**config.mk**
```make
export PLATFORM = sky130hd
export DESIGN_NAME = m55_bank_sched
export DESIGN_NICKNAME = d
export VERILOG_FILES = /design/src/rtl/m55_bank_sched.sv
export SDC_FILE = /design/constraint.sdc
export NUM_CORES = 1
export LEC_CHECK = 0
export ABC_CLOCK_PERIOD_IN_PS = 3600
export CAP_MARGIN = 10
export CORE_UTILIZATION = 35
export DETAILED_ROUTE_END_ITERATION = 10
export GPL_TIMING_DRIVEN = 0
export PLACE_DENSITY = 0.61
export REMOVE_ABC_BUFFERS = 1
export SLEW_MARGIN = 20
export SYNTH_ARGS = -nofsm -noshare
export SYNTH_HDL_FRONTEND = slang
export SYNTH_SLANG_ARGS = --single-unit
export TNS_END_PERCENT = 10
```
**constraint.sdc**
```tcl
create_clock -name clk -period 3.6 [get_ports clk]
set_input_delay 0.72 -clock clk [delete_from_list [all_inputs] [get_ports clk]]
set_output_delay 0.72 -clock clk [all_outputs]
set_load 0.02 [all_outputs]
```
**src/rtl/m55_bank_sched.sv**
```systemverilog
// Bank ownership scheduler for the four m55 state memories: hands banks to
// the loader, permuter and unloader in strict ring order.
module m55_bank_sched (
  input  logic       clk,
  input  logic       reset,
  input  logic       ld_req,
  input  logic       ld_done,
  output logic       ld_gnt,
  output logic       ld_own,
  output logic [1:0] ld_bank,
  input  logic       pm_req,
  input  logic       pm_done,
  output logic       pm_gnt,
  output logic       pm_own,
  output logic [1:0] pm_bank,
  input  logic       ul_req,
  input  logic       ul_done,
  output logic       ul_gnt,
  output logic       ul_own,
  output logic [1:0] ul_bank,
  output logic [2:0] occ,
  output logic       full,
  output logic       err
);

  localparam int NUM_BANKS  = 4;
  localparam int NUM_STAGES = 3;

  typedef enum logic [2:0] {
    B_FREE, B_LOADING, B_FULL, B_PERM, B_PERMD, B_UNLOAD
  } bank_st_e;

  // Stage index 0 = loader, 1 = permuter, 2 = unloader.
  function automatic bank_st_e src_st(input int s);
    case (s)
      0:       src_st = B_FREE;
      1:       src_st = B_FULL;
      default: src_st = B_PERMD;
    endcase
  endfunction

  function automatic bank_st_e busy_st(input int s);
    case (s)
      0:       busy_st = B_LOADING;
      1:       busy_st = B_PERM;
      default: busy_st = B_UNLOAD;
    endcase
  endfunction

  function automatic bank_st_e fin_st(input int s);
    case (s)
      0:       fin_st = B_FULL;
      1:       fin_st = B_PERMD;
      default: fin_st = B_FREE;
    endcase
  endfunction

  bank_st_e                        st   [NUM_BANKS];
  bank_st_e                        st_n [NUM_BANKS];
  logic [NUM_STAGES-1:0][1:0]      ptr, ptr_n;
  logic [NUM_STAGES-1:0]           own, own_n, gnt, gnt_n;
  logic [NUM_STAGES-1:0]           req, done;
  logic                            err_n;
  logic [2:0]                      occ_n;

  assign req  = {ul_req, pm_req, ld_req};
  assign done = {ul_done, pm_done, ld_done};

  // All decisions use pre-edge state, so a bank finished by one stage is only
  // visible to the next stage one edge later. Owning stages never share a bank.
  always_comb begin
    st_n  = st;
    ptr_n = ptr;
    own_n = own;
    gnt_n = '0;
    err_n = err;
    for (int s = 0; s < NUM_STAGES; s++) begin
      if (done[s]) begin
        if (own[s]) begin
          st_n[ptr[s]] = fin_st(s);
          ptr_n[s]     = ptr[s] + 2'd1;
          own_n[s]     = 1'b0;
        end else begin
          err_n = 1'b1;
        end
      end else if (req[s] && !own[s] && st[ptr[s]] == src_st(s)) begin
        st_n[ptr[s]] = busy_st(s);
        own_n[s]     = 1'b1;
        gnt_n[s]     = 1'b1;
      end
    end
    occ_n = '0;
    for (int b = 0; b < NUM_BANKS; b++)
      occ_n = occ_n + 3'(st_n[b] != B_FREE);
  end

  always_ff @(posedge clk) begin
    if (reset) begin
      for (int b = 0; b < NUM_BANKS; b++) st[b] <= B_FREE;
      ptr  <= '0;
      own  <= '0;
      gnt  <= '0;
      occ  <= '0;
      full <= 1'b0;
      err  <= 1'b0;
    end else begin
      st   <= st_n;
      ptr  <= ptr_n;
      own  <= own_n;
      gnt  <= gnt_n;
      occ  <= occ_n;
      full <= (occ_n == 3'd4);
      err  <= err_n;
    end
  end

  assign ld_gnt  = gnt[0];
  assign pm_gnt  = gnt[1];
  assign ul_gnt  = gnt[2];
  assign ld_own  = own[0];
  assign pm_own  = own[1];
  assign ul_own  = own[2];
  assign ld_bank = ptr[0];
  assign pm_bank = ptr[1];
  assign ul_bank = ptr[2];

endmodule

```
==> qor.txt <==
Num ports: 25
Chip width: 78.2 um
Die Y: 78.2 um
Final worst slack: 152 ps
Post-DP HPWL: 3840 um
Register bit total from synthesis: 29
Most used DFF post-synth: dfxtp_1
Worst path required time: 3780 ps
GR Util All Layers: 18.2%
Initial antenna violation count: 0
Dpl ws: -448 ps
Drt pass-1 iters: 4
ANT cells: 0
DRC violations left: 0
Post-synthesis cell count: 229
Number of vias per cell: 5.60
Final Hold Fails: 0
Synth area leaders: dfxtp_1 (29%), ha_1 (8.6%), nand2_1 (4.3%)
Post-synthesis async set-or-reset flop share: 0%
Hold_ws: 559 ps
GP Congestion: 0.870
Share of the yosys chip area belonging to registers: 28.6%
Slew HR: 29.5%
Final core utilization: 44.0%
Critical path data arrival time: 3630 ps
PwrDens: 287 nW/um^2
TritonCTS sink count: 29
Pleak: 0.960 nW
Maximum clock rate: 0.290 GHz
CP Class: input port to register
Peak VDD IR: 0.127 mV
Violation count after the first detailed-route iteration: 139
Port Buf Inserts: 24
Status: finished, final reports clean
Worst Tran Pin Value: 1050 ps
Fillers: 559
Mapped cell area: 2030 um^2
Yosys warns: 0
Area grow syn2layout: 20.0%
Vias in the first global route: 1664
Max Slew Vio Count: 0
Row count: 27
Post-layout net count: 275
Synth area leader: dfxtp_1
Crit Path Max Fanout: 8
Clock root cell: clkbuf_8
Crit end category: register
First-pass GRT wire length: 8540 um
Pwr Total: 699 uW
Post-synth top area share: 28.6%
Post-route minimum period: 3450 ps
Final ANT Viol Nets: 0
Clock transition at path regs: 60 ps
Routed wire length: 5250 um
CTS Buffer Depth: 2
Avg Synthesized Cell Area: 8.87 um^2
Largest net degree at the start of global routing: 29
H-tree Lvls: 2
Core ar.: 5540 um^2
Clk_lat worst skew: 290 ps
Skew final: 5.54 ps
Wire per inst: 16.2 um
Library cells used by synthesis: 50
CTS buffer count: 5
Via count: 1820
CTS tree: done
Overflow after GRT: 0
RSZ-0062 raised after global routing: no
Worst Hold Class: register to register
Layout cells sized above 1: 12.6%
Critical Path Start Type: input port
Final Setup Violations: 0
Hold-fix buffers, CTS: 0
Die area: 6110 um^2
Number of enable flip-flop cells after synthesis: 0
Final worst path period share: 95.8%
Setup tns final: 0 ps
Max-Cap Viols: 0
Initial Util: 36.7%
[cell usage after synthesis (4+ instances only)]
| cell type | count |
|---|---|
| and2_1 | 6 |
| buf_2 | 4 |
| a221o_1 | 4 |
| nand2_1 | 23 |
| o21ai_0 | 8 |
| inv_1 | 13 |
| nor2b_1 | 9 |
| o2111ai_1 | 6 |
| a21oi_1 | 14 |
| nand3_1 | 13 |
| nand2b_1 | 7 |
| dfxtp_1 | 29 |
| nor2_1 | 12 |
| a31oi_1 | 5 |
| nor4b_2 | 5 |
| nor3b_2 | 4 |
| ha_1 | 14 |
[layout by cell type, fill, tap and decap left out, types with 4 or more instances in the layout]
cell type / count
nand2_1: 23
clkbuf_8: 5
nand2b_1: 7
nor2_1: 12
o2111ai_1: 6
o21ai_0: 8
and2_1: 6
nor2b_1: 9
nand3_1: 12
clkdlybuf4s50_1: 22
a21oi_1: 14
inv_1: 13
dfxtp_1: 29
a31oi_1: 5
nor4b_2: 5
a221o_1: 4
ha_1: 14
[timing repair]
action | 4_1_cts | 5_1_grt
setup buffers | 0 | 0
gates resized for setup | 2 | 4
gates cloned | 0 | 0
pin swaps | 0 | 1
endpoints found under the setup margin | 3 | 2
[where the power goes]
| group | internal (mW) | total, mW | leakage, nW | switching (mW) |
|---|---|---|---|---|
| clock network | 0.134 | 0.266 | 0.0450 | 0.132 |
| logic | 0.0411 | 0.0957 | 0.680 | 0.0546 |
| registers | 0.328 | 0.338 | 0.235 | 0.00992 |
| total | 0.503 | 0.699 | 0.960 | 0.197 |
[per-stage QoR]
step	instance area, um^2	instances
detailed placement	2330	317
global placement	2330	317
finish	2440	325
floorplan	2000	221
global route	2440	325
CTS	2410	325
[registers in the layout (all words and copies together), names as in the netlist]
| register | cells |
|---|---|
| err | 1 |
| gnt | 3 |
| st | 12 |
| pm_bank | 2 |
| ul_bank | 2 |
| full | 1 |
| occ | 3 |
| own | 3 |
| ld_bank | 2 |
[final cells by class]
type / count / area (um^2) / area share [%]
multi-input cells: 179 / 1390 / 57.2
flip-flops and latches: 29 / 581 / 23.8
repair buffers: 24 / 241 / 9.91
well taps: 72 / 90.1 / 3.70
clock buffers: 6 / 72.6 / 2.98
inverters: 13 / 48.8 / 2.00
clock inverters: 2 / 10.0 / 0.411
[critical path, stage by stage]
cell             delay, ps
clkdlybuf4s50_1        590
nor2_1                 180
nand2_1                170
nor3_4                 430
a221o_1                250
a211oi_2                50
fa_1                   550
inv_1                   40
ha_1                   180
ha_1                   160
nor2b_1                130
nor3b_1                180
[per-layer routing]
metal / global-route usage, % / vias up / wire length, um
met2: 30.7 / 37 / 2560
met5: 0 / - / 0
li1: - / 897 / -
met3: 3.60 / 8 / 229
met1: 22.8 / 878 / 2380
met4: 6.67 / 0 / 78
[final timing paths]
check        startpoint   end  depth (start not counted)  slack, ps
max reg2reg  ul_bank[0]  full                         11        430
min                 err   err                          2        560
min reg2reg         err   err                          2        560
max             ul_done  full                         12        150
[kinds of logic after synthesis]
family | count (synthesis) | synth area share [%]
xor gates and xnor gates | 3 | 1.29
adders and majority gates | 15 | 9.61
DFF | 29 | 28.6
AOI/OAI and AO/OA | 62 | 24.4
and+or+nand+nor | 99 | 32.0
buffers and inverters | 21 | 4.13
No activity file was read; power rests on OpenSTA's default activity.
